`src/rtl/booth_multiplier_seq.sv`:
```
// Sequential radix-2 Booth multiplier, WIDTH-bit operands, 2*WIDTH-bit product.
// One Booth step per clock; run-time signed/unsigned selection via operand extension.
module booth_multiplier_seq #(
  parameter int unsigned WIDTH = 8
) (
  input  logic                 sys_clock,
  input  logic                 reset,
  input  logic                 start,
  input  logic                 signed_mode,
  input  logic [WIDTH-1:0]     multiplier_in,
  input  logic [WIDTH-1:0]     multiplicand_in,
  output logic                 busy,
  output logic                 done,
  output logic [2*WIDTH-1:0]   result
);

  localparam int unsigned W1 = WIDTH + 1;
  localparam int unsigned AW = W1 + 1;
  localparam int unsigned CW = $clog2(W1 + 1);
  localparam int unsigned RW = 2 * WIDTH;

  typedef enum logic [1:0] {
    ST_IDLE = 2'd0,
    ST_RUN  = 2'd1,
    ST_DONE = 2'd2
  } state_t;

  state_t          r_state, w_state_nxt;
  logic [AW-1:0]   r_a, w_a_nxt;
  logic [W1-1:0]   r_q, w_q_nxt;
  logic [W1-1:0]   r_m, w_m_nxt;
  logic            r_qm1, w_qm1_nxt;
  logic [CW-1:0]   r_cnt, w_cnt_nxt;
  logic            r_busy, w_busy_nxt;
  logic            r_done, w_done_nxt;
  logic [RW-1:0]   r_result, w_result_nxt;

  logic [AW-1:0]   w_addend;
  logic [AW-1:0]   w_sum;
  logic [AW-1:0]   w_a_sh;
  logic [W1-1:0]   w_q_sh;

  // Booth add/subtract followed by arithmetic right shift of {A,Q,q_m1}
  always_comb begin
    w_addend = {r_m[W1-1], r_m};
    case ({r_q[0], r_qm1})
      2'b01:   w_sum = r_a + w_addend;
      2'b10:   w_sum = r_a - w_addend;
      default: w_sum = r_a;
    endcase
    w_a_sh = {w_sum[AW-1], w_sum[AW-1:1]};
    w_q_sh = {w_sum[0], r_q[W1-1:1]};
  end

  // Next-state and datapath control
  always_comb begin
    w_state_nxt  = r_state;
    w_a_nxt      = r_a;
    w_q_nxt      = r_q;
    w_m_nxt      = r_m;
    w_qm1_nxt    = r_qm1;
    w_cnt_nxt    = r_cnt;
    w_busy_nxt   = 1'b0;
    w_done_nxt   = 1'b0;
    w_result_nxt = r_result;
    case (r_state)
      ST_IDLE: begin
        if (start) begin
          w_m_nxt     = signed_mode ? {multiplicand_in[WIDTH-1], multiplicand_in}
                                    : {1'b0, multiplicand_in};
          w_q_nxt     = signed_mode ? {multiplier_in[WIDTH-1], multiplier_in}
                                    : {1'b0, multiplier_in};
          w_a_nxt     = '0;
          w_qm1_nxt   = 1'b0;
          w_cnt_nxt   = '0;
          w_busy_nxt  = 1'b1;
          w_state_nxt = ST_RUN;
        end
      end
      ST_RUN: begin
        w_a_nxt   = w_a_sh;
        w_q_nxt   = w_q_sh;
        w_qm1_nxt = r_q[0];
        w_cnt_nxt = r_cnt + CW'(1);
        if (r_cnt == CW'(W1 - 1)) begin
          // Low 2*WIDTH bits of {A,Q}: all of Q plus the low WIDTH-1 bits of A
          w_result_nxt = {w_a_sh[WIDTH-2:0], w_q_sh};
          w_done_nxt   = 1'b1;
          w_state_nxt  = ST_DONE;
        end else begin
          w_busy_nxt = 1'b1;
        end
      end
      ST_DONE: begin
        w_state_nxt = ST_IDLE;
      end
      default: begin
        w_state_nxt = ST_IDLE;
      end
    endcase
  end

  // State and datapath registers
  always_ff @(posedge sys_clock) begin
    if (reset) begin
      r_state  <= ST_IDLE;
      r_a      <= '0;
      r_q      <= '0;
      r_m      <= '0;
      r_qm1    <= 1'b0;
      r_cnt    <= '0;
      r_busy   <= 1'b0;
      r_done   <= 1'b0;
      r_result <= '0;
    end else begin
      r_state  <= w_state_nxt;
      r_a      <= w_a_nxt;
      r_q      <= w_q_nxt;
      r_m      <= w_m_nxt;
      r_qm1    <= w_qm1_nxt;
      r_cnt    <= w_cnt_nxt;
      r_busy   <= w_busy_nxt;
      r_done   <= w_done_nxt;
      r_result <= w_result_nxt;
    end
  end

  assign busy   = r_busy;
  assign done   = r_done;
  assign result = r_result;

endmodule

```
`config.mk`:
```
export PLATFORM = sky130hd
export DESIGN_NAME = booth_multiplier_seq
export DESIGN_NICKNAME = d
export VERILOG_FILES = /design/src/rtl/booth_multiplier_seq.sv
export SDC_FILE = /design/constraint.sdc
export NUM_CORES = 1
export LEC_CHECK = 0
export CORE_MARGIN = 8
export CORE_UTILIZATION = 49
export DETAILED_ROUTE_END_ITERATION = 10
export PLACE_DENSITY_LB_ADDON = 0.25
export RECOVER_POWER = 100
export SYNTH_ARGS = -nofsm -noshare
export SYNTH_HDL_FRONTEND = slang
export SYNTH_SLANG_ARGS = --single-unit
```
`constraint.sdc`:
```
create_clock -name sys_clock -period 2.3 [get_ports sys_clock]
set_input_delay 0.46 -clock sys_clock [delete_from_list [all_inputs] [get_ports sys_clock]]
set_output_delay 0.46 -clock sys_clock [all_outputs]
set_load 0.03 [all_outputs]
```
## Word level (Yosys, flattened, before mapping)

Index checks and enable logic that the tools add are counted.

| word-level totals | value |
|---|---|
| bits in registers | 53 |
| bits of input ports | 20 |
| output and inout bits | 18 |
| word-level logic and storage cells | 44 |

| cells by class | value |
|---|---|
| add/subtract/negate cells | 3 |
| equality and inequality tests | 6 |
| multiplexer cells | 18 |
| bitwise logic cells | 1 |
| reduce and logical (&&, ||, !) cells | 7 |

Operators with widths:

| cell | count |
|---|---|
| 10-bit case mux with 2 select lines | 2 |
| 9-bit two-way mux | 3 |
| 9-bit case mux with 2 select lines | 1 |
| 10-bit adder | 1 |
| 10-bit two-way mux | 1 |
| 10-bit subtractor | 1 |
| 4-bit case mux with 2 select lines | 1 |
| 2-bit AND reduction | 4 |
| 4-bit by 1-bit adder with 4-bit output, second input constant | 1 |
| 2-bit by 1-bit equality test with 1-bit output, second input constant | 2 |
| 4-bit equality test, second input constant | 1 |
| 1-bit two-way mux | 4 |
| 2-bit two-way mux | 2 |
| 4-bit two-way mux | 1 |
| 2-bit != test, second input constant | 2 |
| 1-bit case mux with 2 select lines | 2 |
| 2-bit case mux with 2 select lines | 1 |
| 2-bit equality test, second input constant | 1 |
| 2-bit zero test | 1 |
| 2-bit nonzero test | 1 |
| 2-bit OR reduction | 1 |
| 1-bit NOT | 1 |

## Longest topological paths before layout

| depth | value |
|---|---|
| depth in word-level cells | 3 |
| gate-level depth with buffers | 13 |
| mapped depth without buffers | 13 |

## Worst setup path before layout

OpenSTA, ideal clock, no wires.

| timing path | value |
|---|---|
| path kind | register -> register |
| from | reg r_m[3] |
| to | reg r_result[15], in the netlist result[15] |
| library setup time | 0.101 ns |
| arrival | 2.387 ns |
| required time | 2.199 ns |
| slack | -0.188 ns |
| stages on the path, launching flop included | 11 |
| path buffers | 0 |
| period minus slack after synthesis | 2.488 ns |
| cells stage by stage | dfxtp_1 > or3_4 > nor2_1 > nor2_1 > xnor2_1 > ha_1 > a2111o_1 > o21ai_1 > xnor2_1 > nor2_1 > o41ai_1 |

| between the ends | value |
|---|---|
| cells in the longest elaborated chain, start to end | 2 |
| elaborated cells on any way between the ends | 3 |
| classes of those cells | add/sub: 2; mux: 1 |

Ends and longest elaborated chain:

| what | RTL line | text |
|---|---|---|
| start, declared | 31 | `logic [W1-1:0] r_m, w_m_nxt;` |
| start signal, assigned | 119 | `r_m <= w_m_nxt;` |
| 10-bit subtractor or 10-bit adder (tied branches) | 48, 47 |  |
| 10-bit case mux with 2 select lines * | 46 | `case ({r_q[0], r_qm1})` |
| end signal, assigned | 124 | `r_result <= w_result_nxt;` |
| end, declared | 36 | `logic [RW-1:0] r_result, w_result_nxt;` |

Every way passes the cells marked *; elsewhere a longest branch is shown, timed or not.
A chain may end at the register's enable or synchronous reset.

## Final worst setup path

| timing path | value |
|---|---|
| from | reg r_m[0] |
| to | reg r_a[7] |

| between the ends | value |
|---|---|
| cells in the longest elaborated chain, start to end | 3 |
| elaborated cells on any way between the ends | 4 |
| classes of those cells | add/sub: 2; mux: 2 |

Ends and longest elaborated chain:

| what | RTL line | text |
|---|---|---|
| 10-bit subtractor or 10-bit adder (tied branches) | 48, 47 |  |
| 10-bit case mux with 2 select lines * | 46 |  |
| 10-bit case mux with 2 select lines * | 66 | `case (r_state)` |
| end signal, assigned | 117 | `r_a <= w_a_nxt;` |
| end, declared | 29 | `logic [AW-1:0] r_a, w_a_nxt;` |

Marked as above.

==> results.txt <==
The flow ran to the end, but the final reports show violations. The final reports fail on negative setup slack. The most used standard cell by instance count after synthesis was sky130_fd_sc_hd__nand2_1. After synthesis, the share of flip-flops with an asynchronous set or reset is 0%. Dividing the synthesized area by the synthesized cell count gives 8.11 sq um.

Across all layers, the routed design uses 2538 vias. During I/O placement, the number of pins put on the boundary was 38. In the final layout, the share of cells above drive strength 1 is 21.2%. Compared with the post-synthesis result, the final layout area differs by 32.2%.

At the worst endpoint, the required time is 2.53 ns. The tools report the number of buffers created by CTS as 5. The area of the core region came out at 5410 sq um. After layout, the minimum clock period comes to 2.50 ns. The tools report the minimum setup slack in the final design as -0.199 ns. The final core utilization is 66.1%, and the synthesized netlist net count is 367. The share of Yosys cell area claimed by the top area cell type was 38.5%. The first global-routing pass estimated 11200 um of wire. The tools report the total leakage power as 1.42 nW. Traced cell by cell, the critical path runs through inv_1 -> ha_2 -> nor2_4 -> xnor2_1 -> ha_1 -> nor2b_2 -> o31a_1 -> or4_1 -> a31oi_1 -> xnor2_1 -> o2bb2ai_1.

Across all register-to-register paths, the minimum setup slack is -0.20 ns. The sequential cells in the finished layout cover a total of 1050 sq um. By count the netlist is led by sky130_fd_sc_hd__nand2_1 (54), sky130_fd_sc_hd__dfxtp_1 (52), sky130_fd_sc_hd__nor2_1 (46). Summed over all layers, the global routing overflow is 0. TritonCTS built the clock tree. Using the TritonRoute via totals, the vias-per-cell ratio works out to 5.37.

Setup repair after global routing could not meet its margin everywhere. 0 antenna diodes ended up in the layout. The worst clock skew on the final layout came out at 0.00686 ns. Clock tree root driver cell: sky130_fd_sc_hd__clkbuf_8.

The tools report the final number of max-transition violations as 0. The worst setup path is captured at a flop. The H-tree was split into 2 levels. Across every metal layer, demand over resource in global routing totals 15.9%. Among the stages of the critical path, the cell type that occurs most often is sky130_fd_sc_hd__xnor2_1. The cell count after synthesis is 333, and the clock latency reported for the late side of the worst-skew pair is 0.30 ns.

Summing the sequential cell areas from Yosys gives 38.5% of the chip area. The completed layout was analyzed and its total power is 2.18 mW. The run gives 0 as the final count of hold timing violations. For this configuration, the core starts out at a cell density of 50.0%. The clock passes through at most 2 buffers. The logs give 52 for the clock sink count and 2.73 ns for the signal arrival time at the worst endpoint. The maximum fanout encountered on the critical timing path was 3; the half-perimeter wire length of the detailed placement result was 4700 um. Number of antenna violations at the first check in global routing: 0. sky130_fd_sc_hd__dfxtp_1 takes more of the synthesized area than any other cell. The worst hold slack was 0.454 ns. For this run, the slowest stage of the critical path takes 0.41 ns.

The number of nets in the final layout is 434, and the power density normalized to cell area is 610 nW/um^2. The most used flip-flop cell after synthesis is sky130_fd_sc_hd__dfxtp_1. The worst max-slew margin expressed relative to the limit is 47.7%. At the pin with the least slew margin, the transition time is 0.784 ns. The run gives 0 as the max-capacitance violation count.

In this run, synthesis inferred 0 flip-flops with an integrated enable. Entering global routing, the biggest net connects 32 pins. For the total of warnings raised by yosys, the log shows 0.

Yosys attributes the largest share of cell area to sky130_fd_sc_hd__dfxtp_1 (39%), sky130_fd_sc_hd__nand2_1 (7.5%), sky130_fd_sc_hd__a21oi_1 (6.9%). By startpoint and endpoint, the worst setup path is classified as flop to flop. The element type at the critical path start is a flop. The kind of path behind the tightest hold check is flop to flop.

The logs give 2459 for the number of global-route vias before repair and 0.868 for the routability congestion estimate. Wires add up to 6540 um. Measured along the y axis, the die boundary spans 90.3 um. The slowest stage cell on the critical path was sky130_fd_sc_hd__or4_1. The filler cells instantiated in the layout total 465. The number of distinct library cells after synthesis came out at 54.

The logs give 4 for the total iterations of the first detailed-routing run and 6 for the final count of negative-setup-slack endpoints. The multi-input combinational cells in the finished layout cover a total of 1630 sq um. The clock slew seen by the registers of the worst setup and hold paths was 0.09 ns; the row count was 27. The ratio of final minimum period to clock period is 109%, and the die outline area is 8150 sq um. The count of state elements after synthesis is 52, and the violation count after the first detailed-routing iteration is 120. The number of nets with antenna violations after detailed routing was 0; the maximum clock rate was 0.400 GHz. The routed wirelength normalized by instance count is 13.8 um, and the worst IR drop on VDD is 0.393 mV. The post-synthesis cell area is 2700 sq um, and the chip width is 90.3 um. The count of buffers added on input and output ports is 37. The number of buffers added to fix hold violations after cts was 0; the total DRC errors in the routed layout was 0.
==> worst paths after layout <==
| path | start | end | depth (start not counted) |
|---|---|---|---|
| hold reg to reg | r_q[1] | result[0] | 2 |
| setup / recovery | r_m[0] | r_a[7] | 11 |
| hold / removal | r_q[1] | result[0] | 2 |
| setup reg to reg | r_m[0] | r_a[7] | 11 |
==> repair_timing <==
item,4_1_cts,5_1_grt
endpoints found under the setup margin,9,11
resized for setup,19,19
pin swaps,7,12
endpoints found under the hold margin,0,0
buffers inserted,2,4
==> cells in the final DEF, fill, tap and decap left out, drive strengths merged, types with 2 or more instances in the layout <==
master	Yosys	layout
clkinv	0	2
nor3b	2	2
nand3b	3	3
xnor2	11	11
dlygate4sd3	0	19
a22oi	7	7
o21ai	12	12
o31ai	3	3
nand2	54	54
buf	7	35
nor3	2	2
nand3	9	9
or2	2	2
a211oi	10	10
nor2b	4	4
clkdlybuf4s50	0	17
nor2	46	46
inv	16	17
o31a	2	2
o21a	2	2
a31oi	3	3
a21oi	37	37
a311oi	2	2
ha	13	13
dfxtp	52	52
nand2b	5	5
o41ai	2	2
clkbuf	9	10
==> report_power, final <==
| group | leakage [nW] | switching, mW | internal, mW |
|---|---|---|---|
| clock | 0.0485 | 0.307 | 0.219 |
| combinational | 0.950 | 0.346 | 0.339 |
| sequential | 0.425 | 0.0316 | 0.938 |
| total | 1.42 | 0.684 | 1.50 |
==> critical path: cells and delay by family, from the launching register on <==
family / cells / cell delay [ns]
AOI/OAI and AO/OA: 3 / 0.61
xor gates and xnor gates: 2 / 0.27
adders and majority gates: 2 / 0.49
buffers and inverters: 1 / 0.05
DFF: 1 / 0.34
and+or+nand+nor: 3 / 0.68
==> logic make-up after synthesis <==
group                    after synthesis  share of synthesized area [%]
AO/OA/AOI/OAI                         89                           21.0
XOR/XNOR                              12                           4.17
adder cells (fa/ha/maj)               14                           6.76
buffers and inverters                 32                           6.25
flip-flops                            52                           38.5
multiplexers                           2                          0.787
AND/OR/NAND/NOR                      132                           22.5
==> layout make-up <==
cell class / instances / area share (%)
repair buffers: 76 / 18.3
clock buffers: 5 / 1.93
flip-flops and latches: 52 / 29.3
multi-input cells: 249 / 45.7
clock inverters: 3 / 0.630
well taps: 72 / 2.52
inverters: 16 / 1.68
==> registers in the layout (all words and copies together), names as in the netlist <==
name	count
r_q	9
busy	1
r_qm1	1
r_cnt	4
r_state	2
result	16
done	1
r_a	9
r_m	9
==> metrics by stage <==
stage / cell area, sq um / setup TNS (ns) / instances / setup slack, ns
6_report: 3570 / -0.725 / 473 / -0.199
5_1_grt: 3570 / -2.15 / 473 / -0.318
4_1_cts: 3490 / -0.603 / 469 / -0.148
3_5_place_dp: 3320 / -1.09 / 459 / -0.191
3_3_place_gp: 3320 / -0.678 / 459 / -0.142
2_1_floorplan: 2710 / -0.442 / 333 / -0.140
==> metal layers <==
metal,track usage (%),wire length (um)
met1,19.9,3030
met2,27.3,3180
met3,3.66,302
met4,3.05,30
met5,0,0
Power figures use the tool's default switching activity.
